==> src/rtl/load_store_unit_if.sv <==
// Core/memory-side signal bundle for load_store_unit.
// slave is the LSU's view; master is the view of whatever drives it (core + memory model).
interface load_store_unit_if #(
  parameter int DATA_WIDTH = 32,
  parameter int ADDR_WIDTH = 32
);
  logic                    lsu_req;
  logic                    lsu_we;
  logic [2:0]              lsu_funct3;
  logic [ADDR_WIDTH-1:0]   lsu_addr;
  logic [DATA_WIDTH-1:0]   lsu_wdata;
  logic [DATA_WIDTH-1:0]   lsu_rdata;
  logic                    lsu_busy;
  logic                    lsu_done;
  logic                    lsu_err;
  logic [1:0]              lsu_err_code;
  logic                    mem_req;
  logic                    mem_we;
  logic [ADDR_WIDTH-1:0]   mem_addr;
  logic [DATA_WIDTH/8-1:0] mem_wstrb;
  logic [DATA_WIDTH-1:0]   mem_wdata;
  logic [DATA_WIDTH-1:0]   mem_rdata;
  logic                    mem_ack;

  modport slave (
    input  lsu_req, lsu_we, lsu_funct3, lsu_addr, lsu_wdata, mem_rdata, mem_ack,
    output lsu_rdata, lsu_busy, lsu_done, lsu_err, lsu_err_code,
           mem_req, mem_we, mem_addr, mem_wstrb, mem_wdata
  );

  modport master (
    output lsu_req, lsu_we, lsu_funct3, lsu_addr, lsu_wdata, mem_rdata, mem_ack,
    input  lsu_rdata, lsu_busy, lsu_done, lsu_err, lsu_err_code,
           mem_req, mem_we, mem_addr, mem_wstrb, mem_wdata
  );
endinterface

==> src/rtl/load_store_unit.sv <==
// RV32I/RV64 byte/half/word/double load-store unit with byte lanes, strobes,
// ack timeout and sign/zero extension. All outputs are registered.
module load_store_unit #(
  parameter int DATA_WIDTH     = 32,
  parameter int ADDR_WIDTH     = 32,
  parameter int TIMEOUT_CYCLES = 16
) (
  input logic              lsu_clk,
  input logic              lsu_rst,
  load_store_unit_if.slave bus
);
  localparam int STRB_W = DATA_WIDTH / 8;
  localparam int LANE_W = $clog2(STRB_W);
  localparam int CNT_W  = $clog2(TIMEOUT_CYCLES + 1);
  localparam logic [CNT_W-1:0] TMO_LAST = CNT_W'(TIMEOUT_CYCLES - 1);

  localparam logic [1:0] ERR_NONE  = 2'b00;
  localparam logic [1:0] ERR_ALIGN = 2'b01;
  localparam logic [1:0] ERR_TMO   = 2'b10;
  localparam logic [1:0] ERR_ILL   = 2'b11;

  typedef enum logic [1:0] {S_IDLE, S_WAIT, S_DONE} state_t;

  state_t              state, state_nxt;
  logic [CNT_W-1:0]    cnt, cnt_nxt;
  logic                we_q, we_nxt;
  logic [2:0]          f3_q, f3_nxt;
  logic [LANE_W-1:0]   lane_q, lane_nxt;
  logic                err_pend, err_pend_nxt;
  logic [1:0]          code_pend, code_pend_nxt;

  logic                    busy_nxt, done_nxt, err_nxt;
  logic [1:0]              code_nxt;
  logic [DATA_WIDTH-1:0]   rdata_nxt;
  logic                    mreq_nxt, mwe_nxt;
  logic [ADDR_WIDTH-1:0]   maddr_nxt;
  logic [STRB_W-1:0]       mstrb_nxt;
  logic [DATA_WIDTH-1:0]   mwdata_nxt;

  // request decode, evaluated on the live inputs while idle
  logic              legal, misal;
  logic [LANE_W-1:0] lane;
  logic [STRB_W-1:0] strobe;
  int                size;

  assign lane = bus.lsu_addr[LANE_W-1:0];
  assign size = 1 << bus.lsu_funct3[1:0];

  always_comb begin
    legal = 1'b0;
    if (bus.lsu_we) begin
      case (bus.lsu_funct3)
        3'b000, 3'b001, 3'b010: legal = 1'b1;
        3'b011:                 legal = (DATA_WIDTH == 64);
        default:                legal = 1'b0;
      endcase
    end else begin
      case (bus.lsu_funct3)
        3'b000, 3'b001, 3'b010, 3'b100, 3'b101: legal = 1'b1;
        3'b011, 3'b110:                         legal = (DATA_WIDTH == 64);
        default:                                legal = 1'b0;
      endcase
    end
  end

  always_comb begin
    misal = 1'b0;
    case (bus.lsu_funct3[1:0])
      2'd0:    misal = 1'b0;
      2'd1:    misal = bus.lsu_addr[0];
      2'd2:    misal = |bus.lsu_addr[1:0];
      default: misal = |bus.lsu_addr[2:0];
    endcase
  end

  always_comb begin
    strobe = '0;
    for (int i = 0; i < STRB_W; i++)
      strobe[i] = (i >= int'(lane)) && (i < int'(lane) + size);
  end

  // load extraction: shift the lane down, keep `size` bytes, fill the rest
  logic [DATA_WIDTH-1:0] sh, keep, ext;
  logic                  sgn;

  always_comb begin
    sh   = bus.mem_rdata >> {lane_q, 3'b000};
    keep = '0;
    for (int i = 0; i < STRB_W; i++)
      keep[8*i +: 8] = {8{i < (1 << f3_q[1:0])}};
    case (f3_q[1:0])
      2'd0:    sgn = sh[7];
      2'd1:    sgn = sh[15];
      2'd2:    sgn = sh[31];
      default: sgn = sh[DATA_WIDTH-1];
    endcase
    ext = (sh & keep) | ((sgn && !f3_q[2]) ? ~keep : '0);
  end

  always_comb begin
    state_nxt     = state;
    cnt_nxt       = cnt;
    we_nxt        = we_q;
    f3_nxt        = f3_q;
    lane_nxt      = lane_q;
    err_pend_nxt  = err_pend;
    code_pend_nxt = code_pend;
    busy_nxt      = 1'b0;
    done_nxt      = 1'b0;
    err_nxt       = 1'b0;
    code_nxt      = ERR_NONE;
    rdata_nxt     = bus.lsu_rdata;
    mreq_nxt      = bus.mem_req;
    mwe_nxt       = bus.mem_we;
    maddr_nxt     = bus.mem_addr;
    mstrb_nxt     = bus.mem_wstrb;
    mwdata_nxt    = bus.mem_wdata;

    case (state)
      S_IDLE: begin
        if (bus.lsu_req) begin
          we_nxt   = bus.lsu_we;
          f3_nxt   = bus.lsu_funct3;
          lane_nxt = lane;
          cnt_nxt  = '0;
          if (!legal) begin
            state_nxt     = S_DONE;
            err_pend_nxt  = 1'b1;
            code_pend_nxt = ERR_ILL;
          end else if (misal) begin
            state_nxt     = S_DONE;
            err_pend_nxt  = 1'b1;
            code_pend_nxt = ERR_ALIGN;
          end else begin
            state_nxt  = S_WAIT;
            busy_nxt   = 1'b1;
            mreq_nxt   = 1'b1;
            mwe_nxt    = bus.lsu_we;
            maddr_nxt  = {bus.lsu_addr[ADDR_WIDTH-1:LANE_W], {LANE_W{1'b0}}};
            mstrb_nxt  = bus.lsu_we ? strobe : '0;
            mwdata_nxt = bus.lsu_we ? (bus.lsu_wdata << {lane, 3'b000}) : '0;
          end
        end
      end
      S_WAIT: begin
        busy_nxt = 1'b1;
        // ack is checked before the count so a last-cycle ack still succeeds
        if (bus.mem_ack) begin
          state_nxt     = S_DONE;
          busy_nxt      = 1'b0;
          mreq_nxt      = 1'b0;
          err_pend_nxt  = 1'b0;
          code_pend_nxt = ERR_NONE;
          if (!we_q) rdata_nxt = ext;
        end else if (cnt == TMO_LAST) begin
          state_nxt     = S_DONE;
          busy_nxt      = 1'b0;
          mreq_nxt      = 1'b0;
          err_pend_nxt  = 1'b1;
          code_pend_nxt = ERR_TMO;
        end else begin
          cnt_nxt = cnt + 1'b1;
        end
      end
      S_DONE: begin
        state_nxt = S_IDLE;
        cnt_nxt   = '0;
        done_nxt  = 1'b1;
        err_nxt   = err_pend;
        code_nxt  = code_pend;
      end
      default: state_nxt = S_IDLE;
    endcase
  end

  always_ff @(posedge lsu_clk) begin
    if (lsu_rst) begin
      state            <= S_IDLE;
      cnt              <= '0;
      we_q             <= 1'b0;
      f3_q             <= '0;
      lane_q           <= '0;
      err_pend         <= 1'b0;
      code_pend        <= ERR_NONE;
      bus.lsu_rdata    <= '0;
      bus.lsu_busy     <= 1'b0;
      bus.lsu_done     <= 1'b0;
      bus.lsu_err      <= 1'b0;
      bus.lsu_err_code <= ERR_NONE;
      bus.mem_req      <= 1'b0;
      bus.mem_we       <= 1'b0;
      bus.mem_addr     <= '0;
      bus.mem_wstrb    <= '0;
      bus.mem_wdata    <= '0;
    end else begin
      state            <= state_nxt;
      cnt              <= cnt_nxt;
      we_q             <= we_nxt;
      f3_q             <= f3_nxt;
      lane_q           <= lane_nxt;
      err_pend         <= err_pend_nxt;
      code_pend        <= code_pend_nxt;
      bus.lsu_rdata    <= rdata_nxt;
      bus.lsu_busy     <= busy_nxt;
      bus.lsu_done     <= done_nxt;
      bus.lsu_err      <= err_nxt;
      bus.lsu_err_code <= code_nxt;
      bus.mem_req      <= mreq_nxt;
      bus.mem_we       <= mwe_nxt;
      bus.mem_addr     <= maddr_nxt;
      bus.mem_wstrb    <= mstrb_nxt;
      bus.mem_wdata    <= mwdata_nxt;
    end
  end
endmodule

==> src/flat_wrapper.sv <==
// flat-port wrapper written by rule: the top's interface ports become plain ports
module load_store_unit_flat 
#(
  parameter int DATA_WIDTH     = 32,
  parameter int ADDR_WIDTH     = 32,
  parameter int TIMEOUT_CYCLES = 16
)
  (lsu_clk, lsu_rst, bus_lsu_req, bus_lsu_we, bus_lsu_funct3, bus_lsu_addr, bus_lsu_wdata, bus_mem_rdata, bus_mem_ack, bus_lsu_rdata, bus_lsu_busy, bus_lsu_done, bus_lsu_err, bus_lsu_err_code, bus_mem_req, bus_mem_we, bus_mem_addr, bus_mem_wstrb, bus_mem_wdata);
  load_store_unit_if #(.DATA_WIDTH(DATA_WIDTH), .ADDR_WIDTH(ADDR_WIDTH)) bus_i ();
  input logic lsu_clk;
  input logic lsu_rst;
  input wire logic [$bits(bus_i.lsu_req)-1:0] bus_lsu_req;
  input wire logic [$bits(bus_i.lsu_we)-1:0] bus_lsu_we;
  input wire logic [$bits(bus_i.lsu_funct3)-1:0] bus_lsu_funct3;
  input wire logic [$bits(bus_i.lsu_addr)-1:0] bus_lsu_addr;
  input wire logic [$bits(bus_i.lsu_wdata)-1:0] bus_lsu_wdata;
  input wire logic [$bits(bus_i.mem_rdata)-1:0] bus_mem_rdata;
  input wire logic [$bits(bus_i.mem_ack)-1:0] bus_mem_ack;
  output wire logic [$bits(bus_i.lsu_rdata)-1:0] bus_lsu_rdata;
  output wire logic [$bits(bus_i.lsu_busy)-1:0] bus_lsu_busy;
  output wire logic [$bits(bus_i.lsu_done)-1:0] bus_lsu_done;
  output wire logic [$bits(bus_i.lsu_err)-1:0] bus_lsu_err;
  output wire logic [$bits(bus_i.lsu_err_code)-1:0] bus_lsu_err_code;
  output wire logic [$bits(bus_i.mem_req)-1:0] bus_mem_req;
  output wire logic [$bits(bus_i.mem_we)-1:0] bus_mem_we;
  output wire logic [$bits(bus_i.mem_addr)-1:0] bus_mem_addr;
  output wire logic [$bits(bus_i.mem_wstrb)-1:0] bus_mem_wstrb;
  output wire logic [$bits(bus_i.mem_wdata)-1:0] bus_mem_wdata;
  assign bus_i.lsu_req = bus_lsu_req;
  assign bus_i.lsu_we = bus_lsu_we;
  assign bus_i.lsu_funct3 = bus_lsu_funct3;
  assign bus_i.lsu_addr = bus_lsu_addr;
  assign bus_i.lsu_wdata = bus_lsu_wdata;
  assign bus_i.mem_rdata = bus_mem_rdata;
  assign bus_i.mem_ack = bus_mem_ack;
  assign bus_lsu_rdata = bus_i.lsu_rdata;
  assign bus_lsu_busy = bus_i.lsu_busy;
  assign bus_lsu_done = bus_i.lsu_done;
  assign bus_lsu_err = bus_i.lsu_err;
  assign bus_lsu_err_code = bus_i.lsu_err_code;
  assign bus_mem_req = bus_i.mem_req;
  assign bus_mem_we = bus_i.mem_we;
  assign bus_mem_addr = bus_i.mem_addr;
  assign bus_mem_wstrb = bus_i.mem_wstrb;
  assign bus_mem_wdata = bus_i.mem_wdata;
  load_store_unit #(.DATA_WIDTH(DATA_WIDTH), .ADDR_WIDTH(ADDR_WIDTH), .TIMEOUT_CYCLES(TIMEOUT_CYCLES)) u_core (.lsu_clk(lsu_clk), .lsu_rst(lsu_rst), .bus(bus_i));
endmodule
==> config.mk <==
export PLATFORM = sky130hd
export DESIGN_NAME = load_store_unit_flat
export DESIGN_NICKNAME = d
export VERILOG_FILES = /design/src/rtl/load_store_unit_if.sv /design/src/rtl/load_store_unit.sv /design/src/flat_wrapper.sv
export SDC_FILE = /design/constraint.sdc
export NUM_CORES = 1
export LEC_CHECK = 0
export CORE_MARGIN = 5
export CORE_UTILIZATION = 47
export CTS_CLUSTER_SIZE = 12
export DETAILED_ROUTE_END_ITERATION = 8
export HOLD_SLACK_MARGIN = 0.08
export PLACE_DENSITY_LB_ADDON = 0.05
export SETUP_SLACK_MARGIN = 0.4
export SLEW_MARGIN = 20
export SYNTH_ARGS = -nofsm -noshare
export SYNTH_HDL_FRONTEND = slang
export SYNTH_SLANG_ARGS = --single-unit
==> constraint.sdc <==
create_clock -name lsu_clk -period 3.8 [get_ports lsu_clk]
set_input_delay 0.76 -clock lsu_clk [delete_from_list [all_inputs] [get_ports lsu_clk]]
set_output_delay 0.76 -clock lsu_clk [all_outputs]
set_load 0.01 [all_outputs]
Yosys cells after proc, flatten, opt, wreduce, memory -nomap -nowiden

Cells that the tools add are included.

Flip-flop bits (word level): 121
Input port bits: 104
Output and inout port bits: 107
Logic and storage cells: 122

Add/sub/neg operators: 2
Order comparisons: 11
Equality and inequality tests: 17
Shifts and indexed selects: 4
Muxes and demuxes: 42
Bitwise operators: 6
Reduce and logical (&&, ||, !) cells: 23

Operators by type and width:

| kind                   | count |
|---|---|
| $lt A3 B32 Y1 const A  | 4 |
| $lt A1 B32 Y1 const A  | 2 |
| $lt A2 B32 Y1 const A  | 2 |
| $mux W32               | 2 |
| $shl A1 B2 Y32 const A | 2 |
| $add A3 B32 Y32        | 1 |
| $and A32 B32 Y32       | 1 |
| $not A32 Y32           | 1 |
| $or A32 B32 Y32        | 1 |
| $shl A32 B5 Y32        | 1 |
| $shr A32 B5 Y32        | 1 |
| $mux W1                | 19 |
| $mux W2                | 9 |
| $mux W5                | 3 |
| $pmux W5 S3            | 1 |
| $reduce_and A4 Y1      | 3 |
| $ne A2 B2 Y1 const B   | 4 |
| $pmux W1 S2            | 4 |
| $pmux W2 S2            | 2 |
| $eq A2 B1 Y1 const B   | 3 |
| $eq A3 B3 Y1 const B   | 2 |
| $logic_not A2 Y1       | 3 |
| $reduce_or A3 Y1       | 2 |
| $add A5 B1 Y5 const B  | 1 |
| 22 further kinds       | 31 |

Depth between registers and ports, before layout

Word-level depth: 7
Mapped depth: 8
Mapped depth without buffers: 7

Worst setup path after synthesis

OpenSTA, ideal clock, no wires.

Kind: input-to-reg
Start: in bus_lsu_funct3[0]
End: reg u_core.bus.mem_wdata[5] in the netlist's numbering
Data arrival time: 2.357 ns
Slack: 1.316 ns
Cell stages on the path: 7
Path buffers: 3
Cell sequence: buf_2 o41a_1 a2111o_1 buf_4 buf_6 a32oi_1 nor2_1

Word-level cells in the longest chain between the ends: 5
Elaborated cells between the ends (all ways): 16
Classes of those cells: eq/ne: 6; mux: 4; bitwise: 1; reduce/logical: 5

RTL lines:

| what                                                        | RTL line                                     | RTL |
|---|---|---|
| start, declared                                             | flat_wrapper.sv:14                           | `input wire logic [$bits(bus_i.lsu_funct3)-1:0] bus_lsu_funct3;` |
| $eq A3 B1 Y1, or another cell as far along                  | load_store_unit.sv:52, load_store_unit.sv:58 |  |
| $reduce_or A5 Y1 / $reduce_or A3 Y1 (equally long branches) | load_store_unit.sv:58, load_store_unit.sv:52 |  |
| $mux W1 (on tied branches)                                  | load_store_unit.sv:58, load_store_unit.sv:52 |  |
| $mux W1                                                     | load_store_unit.sv:51                        | `if (bus.lsu_we) begin` |
| $reduce_and A4 Y1 (no source line) (*)                      | --                                           |  |
| end signal, assigned                                        | load_store_unit.sv:212                       | `bus.mem_wdata <= mwdata_nxt;` |
| end, declared                                               | load_store_unit_if.sv:28                     | `mem_req, mem_we, mem_addr, mem_wstrb, mem_wdata` |

Mark *: on every way between the ends. The rest lies on a longest branch, timed or not.
A chain may end at the register's enable or synchronous reset.

Final worst setup path

Start: in bus_lsu_req
End: reg u_core.bus.mem_we

Word-level cells in the longest chain between the ends: 1

RTL lines:

| what                               | RTL line                 | RTL |
|---|---|---|
| start, declared                    | flat_wrapper.sv:12       | `input wire logic [$bits(bus_i.lsu_req)-1:0] bus_lsu_req;` |
| $reduce_and A4 Y1 (no source line) | --                       |  |
| end signal, assigned               | load_store_unit.sv:209   | `bus.mem_we <= mwe_nxt;` |
| end, declared                      | load_store_unit_if.sv:28 |  |

Every way passes these cells.

==> reports/results.ini <==
[outcome]
status = complete, no violations

[placement]
gp_congestion = 0.861
dp_hpwl_mm = 12.2
dp_cells = 926
io_buffers = 208

[synthesis]
synth_common_cells = dfxtp_1, nand2_1, nor2_1
async_flop_share_pct = 0
synth_largest_area_cell = dfxtp_1
ys_seq_elements = 121
synth_most_common_cell = dfxtp_1
postSynthCellCount = 613
synth_top_area_share_pct = 44.5
ys_top_cells_by_area = dfxtp_1, mux2i_1, nand2_1
syn_avg_cell_area_um2 = 8.88
synth_area_mm2 = 0.00545
yosysUniqueCellTypes = 56
synth_ff_type = dfxtp_1
synth-warning-count = 0
seq_area_frac_synth_pct = 44.5
synth-edff-count = 0

[clock_tree]
cts_tree = done
clockBufferDepth = 2
post-cts-setup-buffer-count = 0
h-tree-depth = 4
root_buffer = clkbuf_16
cts_sinks = 121
cts.repair.resized = 0
clk-insertion-delay-late_ns = 0.42
clkTransAtPathRegs_ns = 0.05
cts_buffers = 17
cts-hold-fix-buffers = 0

[setup_path]
startpoint_type = input port
crit_arrival_ns = 3.08
critPathBufInv = 2
crit_path_end_kind = register
path_cells = clkdlybuf4s50_1, or3b_2, a2111o_2, buf_4, a22oi_1, nor2_1
worstPathRequired_ns = 4.08
cp_slowest_cell = a2111o_2
cp_max_fo = 19
crit_family = compound AO/OA/AOI/OAI gates
criticalPathCategory = input port to register
cpPeakStageDelay_ns = 0.64

[floorplan]
die_area_mm2 = 0.0138
die_h_um = 118
start_util_pct = 47.9
core_mm2 = 0.0114
ios = 211
rows = 39
die_w_um = 118

[timing]
finalCritPeriodShare_pct = 73.7
rsz0062_at_grt = no
fin_skew_ns = 0.00805
holdWs_ns = 0.453
fmax_mhz = 357
fin_setup_tns_ns = 0
slew_headroom_pct = 46.9
finalSetupViolations = 0
min_period_ns = 2.80
hold_viol = 0
worst_slew_pin_slew_ns = 0.777
maxSlewViolCount = 0

[pwr]
power.leakage_uw = 0.00296
comb_power_share_pct = 13.6
power_switching_uw = 851
powerDensity_mw_per_mm2 = 436
swShare_pct = 23.6
finalPower_uw = 3610
seq_power_share_pct = 37.3
p_clk_share_pct = 49.1
ir_drop_uv = 336
internal-power_uw = 2760

[global_routing]
grt-ovfl-total = 0
grt_pass1_wl_mm = 27.9
grt_usage_pct = 24.5
grt_pass1_vias = 5413
grt_max_degree = 56
antenna_found_initial = 0

[cells_and_area]
area_growth_pct = 52.1
multi_input_comb_area_mm2 = 0.00283
fin_nets = 911
antennaDiodeCount = 0
final_cell_count_no_fill = 957
fin_util_pct = 72.8
seq_area_mm2 = 0.00242
drive_gt1_share_pct = 9.71
fillers = 887

[flow_run]
cap_viol_max_count = 0

[detailed_routing]
drc = 0
dr.first_iter.drc_count = 361
drt_wl_total_mm = 17.3
num_vias = 5303
vias_per_cell = 5.54
post_drt_wl_per_cell_um = 18.1
ant_nets = 0
firstDrtPassIters = 5

[min_path]
hp-class = register to register

==> cell type report <==
class	count	share of cell area (%)
clock buffer	19	5.47
clock inverter	12	2.39
inverter	2	0.0907
multi-input combinational	437	34.1
sequential	121	29.3
tap	143	2.16
timing repair buffer	223	26.5
==> stage by stage <==
| step | setup slack (ns) | instance area [um^2] |
|---|---|---|
| finish | 1.00 | 8280 |
| global route | 0.927 | 8280 |
| CTS | 1.03 | 8280 |
| detailed placement | 0.596 | 7630 |
| global placement | 0.606 | 7630 |
| floorplan | 1.32 | 5450 |
==> layout by cell type, fill, tap and decap left out, types with 5 or more instances in the layout <==
cell type	netlist	final
mux2_2	15	15
o211ai_1	8	8
clkbuf_16	0	17
o21ai_0	10	10
nor2_1	64	64
clkdlybuf4s50_1	0	207
dfxtp_1	121	120
or2_2	5	5
a21oi_1	46	46
nand3b_1	9	9
a211oi_1	16	16
o2111ai_1	8	8
o2bb2ai_1	17	17
nor2b_1	5	5
bufinv_16	0	5
a32oi_1	24	24
nand2_1	100	100
mux2i_1	46	46
nand3_1	5	5
nor3_1	10	10
buf_4	3	16
==> flip-flops by register name (all words and copies together) (netlist names), 2 cells and up <==
register                 flops
u_core.state                 2
u_core.bus.mem_wstrb         4
u_core.bus.mem_addr         30
u_core.bus.lsu_rdata        32
u_core.bus.mem_wdata        32
u_core.code_pend             2
u_core.bus.lsu_err_code      2
u_core.f3_q                  3
u_core.cnt                   5
u_core.lane_q                2
==> per-layer routing <==
metal  wire (um)  part of all wire [%]  vias to the layer above  GRT usage, %
met2        8320                    48                      195          40.5
met1        7180                    42                     2505          28.7
li1            -                     -                     2575             -
met4         434                   2.5                        0          10.3
met5           0                     0                        -             0
met3        1360                   7.8                       28          8.89
==> worst min-delay path, cell delays in order (launching register included) <==
cell and delay [ns]:
dfxtp_1 0.31, nand2_1 0.05, a21oi_1 0.05
==> final timing paths <==
check / endpoint / startpoint / cells after the start / slack [ns]
worst min-delay path: u_core.bus.mem_addr[28]$_SDFFE_PP0P_ / u_core.bus.mem_addr[28]$_SDFFE_PP0P_ / 2 / 0.45
worst max-delay path: u_core.bus.mem_we$_SDFFE_PP0P_ / bus_lsu_req / 6 / 1.00
worst min register to register: u_core.bus.mem_addr[28]$_SDFFE_PP0P_ / u_core.bus.mem_addr[28]$_SDFFE_PP0P_ / 2 / 0.45
worst max register to register: u_core.bus.mem_we$_SDFFE_PP0P_ / u_core.state[1]$_SDFFE_PP0P_ / 5 / 1.38
==> kinds of logic (layout without fill, tap and decap cells) <==
| group | count (synthesis) | count (layout) | synth area share (%) |
|---|---|---|---|
| compound gates | 150 | 150 | 20.1 |
| xor+xnor | 3 | 3 | 0.483 |
| other cells | 1 | 2 | 0.0689 |
| fa+ha+maj | 5 | 5 | 1.29 |
| buf+inv | 56 | 256 | 4.37 |
| flops | 121 | 121 | 44.5 |
| mux | 61 | 61 | 11.6 |
| simple gates | 216 | 216 | 17.7 |
==> power groups by stage <==
stage	Combinational, uW	Sequential (uW)	Clock (uW)
final	492	1350	1770
after global routing	531	1350	1860
after CTS	492	1350	1800
after detailed placement	487	1370	0
after global placement	478	1370	0
after floorplan	243	1370	0
Power figures use the tool's default switching activity.
==> RTL change, RTL diff (config.mk and constraints unchanged) <==
`TIMEOUT_CYCLES` is set to 16 in 2 places; all go to 32.
--- a/src/rtl/load_store_unit.sv
+++ b/src/rtl/load_store_unit.sv
@@ -4,5 +4,5 @@
   parameter int DATA_WIDTH     = 32,
   parameter int ADDR_WIDTH     = 32,
-  parameter int TIMEOUT_CYCLES = 16
+  parameter int TIMEOUT_CYCLES = 32
 ) (
   input logic              lsu_clk,
--- a/src/flat_wrapper.sv
+++ b/src/flat_wrapper.sv
@@ -4,5 +4,5 @@
   parameter int DATA_WIDTH     = 32,
   parameter int ADDR_WIDTH     = 32,
-  parameter int TIMEOUT_CYCLES = 16
+  parameter int TIMEOUT_CYCLES = 32
 )
   (lsu_clk, lsu_rst, bus_lsu_req, bus_lsu_we, bus_lsu_funct3, bus_lsu_addr, bus_lsu_wdata, bus_mem_rdata, bus_mem_ack, bus_lsu_rdata, bus_lsu_busy, bus_lsu_done, bus_lsu_err, bus_lsu_err_code, bus_mem_req, bus_mem_we, bus_mem_addr, bus_mem_wstrb, bus_mem_wdata);
Behaviour: no difference found for any inputs over 4 cycles, from zero or initial values and one cycle with lsu_rst high; that may be too few to reach the edited logic, so the function may still have changed.
==> RTL change against the original RTL <==
  * Non-clock buffer count is 6 lower
  * Synthesized cell count is 4.2% higher
  * Utilization is 2.9 points lower
  * Area after synthesis is 3.4% higher
  * Worst hold slack worse by 0.0019 ns
  * Sequential power hardly changed
  * Setup slack worse by 0.077 ns
  * Fmax is 2.7% lower
  * Final area is 0.12% higher
  * Total power is 5.7% lower
  * Sequential cell count is 1 higher
  * Routed wire length is 2.3% higher
  * Critical path depth is 1 lower
  * Largest cell class unchanged
==> RTL change: results (changes against the original RTL) <==
qor: routing.post_drt_wl_per_cell 18.1 um [+0.18%]
qor: place.place_ws 0.515 ns [-0.0805 ns]
qor: outcome.status finished, final reports clean
qor: grt.global_route.usage.met1 0.280 [-0.00642]
qor: place.place.gp.congestion 0.857 [-0.51%]
qor: worst_setup_path.r2r_end u_core.bus.lsu_rdata[30]
qor: layout.buffer_area_frac 0.259 [-0.00605]
qor: grt.grtUsageMet3 0.0869 [-0.00200]
qor: grt.first_global_vias 5693 [+5.2%]
qor: worst_setup_path.r2r_slack 1.19 ns [-0.19 ns]
qor: place.hpwl 12.6 mm [+3.7%]
qor: power_and_ir_drop.ir_drop 365 uV [+8.9%]
qor: worst_setup_path.worst_ep_arrival_time 3.22 ns [+0.14 ns]
qor: synthesis.synth_top_cells_by_count sky130_fd_sc_hd__dfxtp_1 (122), sky130_fd_sc_hd__nand2_1 (69), sky130_fd_sc_hd__a21oi_1 (65)
qor: floorplanning.placeableCoreArea 11900 um2 [+4.3%]
qor: synthesis.share_of_synthesized_area_occupied_by_flip_flops_and_latches 0.434 [-0.0112]
qor: worst_setup_path.cpLargestDelayFamily simple AND/OR/NAND/NOR gates
qor: worst_setup_path.cp_max_fo 15 [-4]
qor: layout.final-instance-count-excl-fill 977 [+2.1%]
qor: worst_setup_path.crit-reg2reg-launch u_core.lane_q[1]
qor: place.dpl.cell_count 946 [+2.2%]
qor: synthesis.netlist_top_cells_area sky130_fd_sc_hd__dfxtp_1 (43%), sky130_fd_sc_hd__mux2i_1 (6.8%), sky130_fd_sc_hd__a21oi_1 (5.8%)
qor: routing.met1_length 7.11 mm [-1.0%]
qor: synthesis.synth_cell_type_count 60 [+7.1%]
qor: sta.maxSlewHeadroom 0.294 [-0.175]
qor: grt.globalRouteMet2Util 0.412 [+0.00755]
qor: layout.num-multi-input-gates 454 [+3.9%]
qor: worst_setup_path.crit_end u_core.bus.mem_wdata[28]
qor: routing.met2_length 8.58 mm [+3.1%]
qor: worst_setup_path.slowest_delay 0.60 ns [-0.04 ns]
qor: layout.clkbuf_count 23 [+4]
qor: sta.hold-worst-slack 0.451 ns [-0.00186 ns]
qor: sta.clock_skew 0.00436 ns [-0.00369 ns]
qor: layout.area_share_clock_buf_inv 0.0700 [-0.00855]
qor: layout.nNetsFinal 926 [+1.6%]
qor: worst_hold_path.hold_path_end u_core.bus.lsu_rdata[5]
qor: sta.post_route_minimum_period 2.88 ns [+0.0767 ns]
qor: clock_network.clk_latency 0.40 ns [-0.02 ns]
qor: worst_hold_path.worst_hold_startpoint u_core.bus.lsu_rdata[5]
qor: synthesis.number_of_storage_elements_in_the_synthesis_netlist 122 [+0.83%]
qor: routing.drt_iter0_markers 413 [+14%]
qor: layout.sh_seq_area 0.295 [+0.00191]
qor: power_and_ir_drop.power.leakage 2.92 nW [-1.1%]
qor: routing.vias 5486 [+3.5%]
qor: power_and_ir_drop.pwr_density_cell 411 nW/um2 [-5.8%]
qor: layout.fraction_of_final_layout_cells_sized_beyond_drive_strength_1 0.0880 [-0.00910]
qor: worst_setup_path.worst_reg2reg_path_depth 4 [-1]
-- RTL change: cell types whose count changed in the layout (fill, tap and decap cells not counted), moves of 10 or more --
cell,unedited run,this run
sky130_fd_sc_hd__nand3_1,5,36
sky130_fd_sc_hd__nor3_1,10,0
sky130_fd_sc_hd__o21ai_0,10,50
sky130_fd_sc_hd__nand2_1,100,69
sky130_fd_sc_hd__nor2_1,64,46
sky130_fd_sc_hd__a32oi_1,24,0
sky130_fd_sc_hd__a21oi_1,46,65
-- RTL change: where the power goes --
part	switching, mW	leakage, nW	total [mW]	internal (mW)
Clock	0.548	0.289	1.57	1.02
Combinational	0.241	1.65	0.485	0.244
Sequential	0.0299	0.988	1.35	1.32
-- RTL change: kinds of logic after synthesis --
kind of cell / share of synthesized area
AOI/OAI and AO/OA: 0.230
xor gates and xnor gates: 0.00156
adders and majority gates: 0.0102
buffers and inverters: 0.0540
DFF: 0.434
muxes: 0.108
other: 0.000666
and+or+nand+nor: 0.162
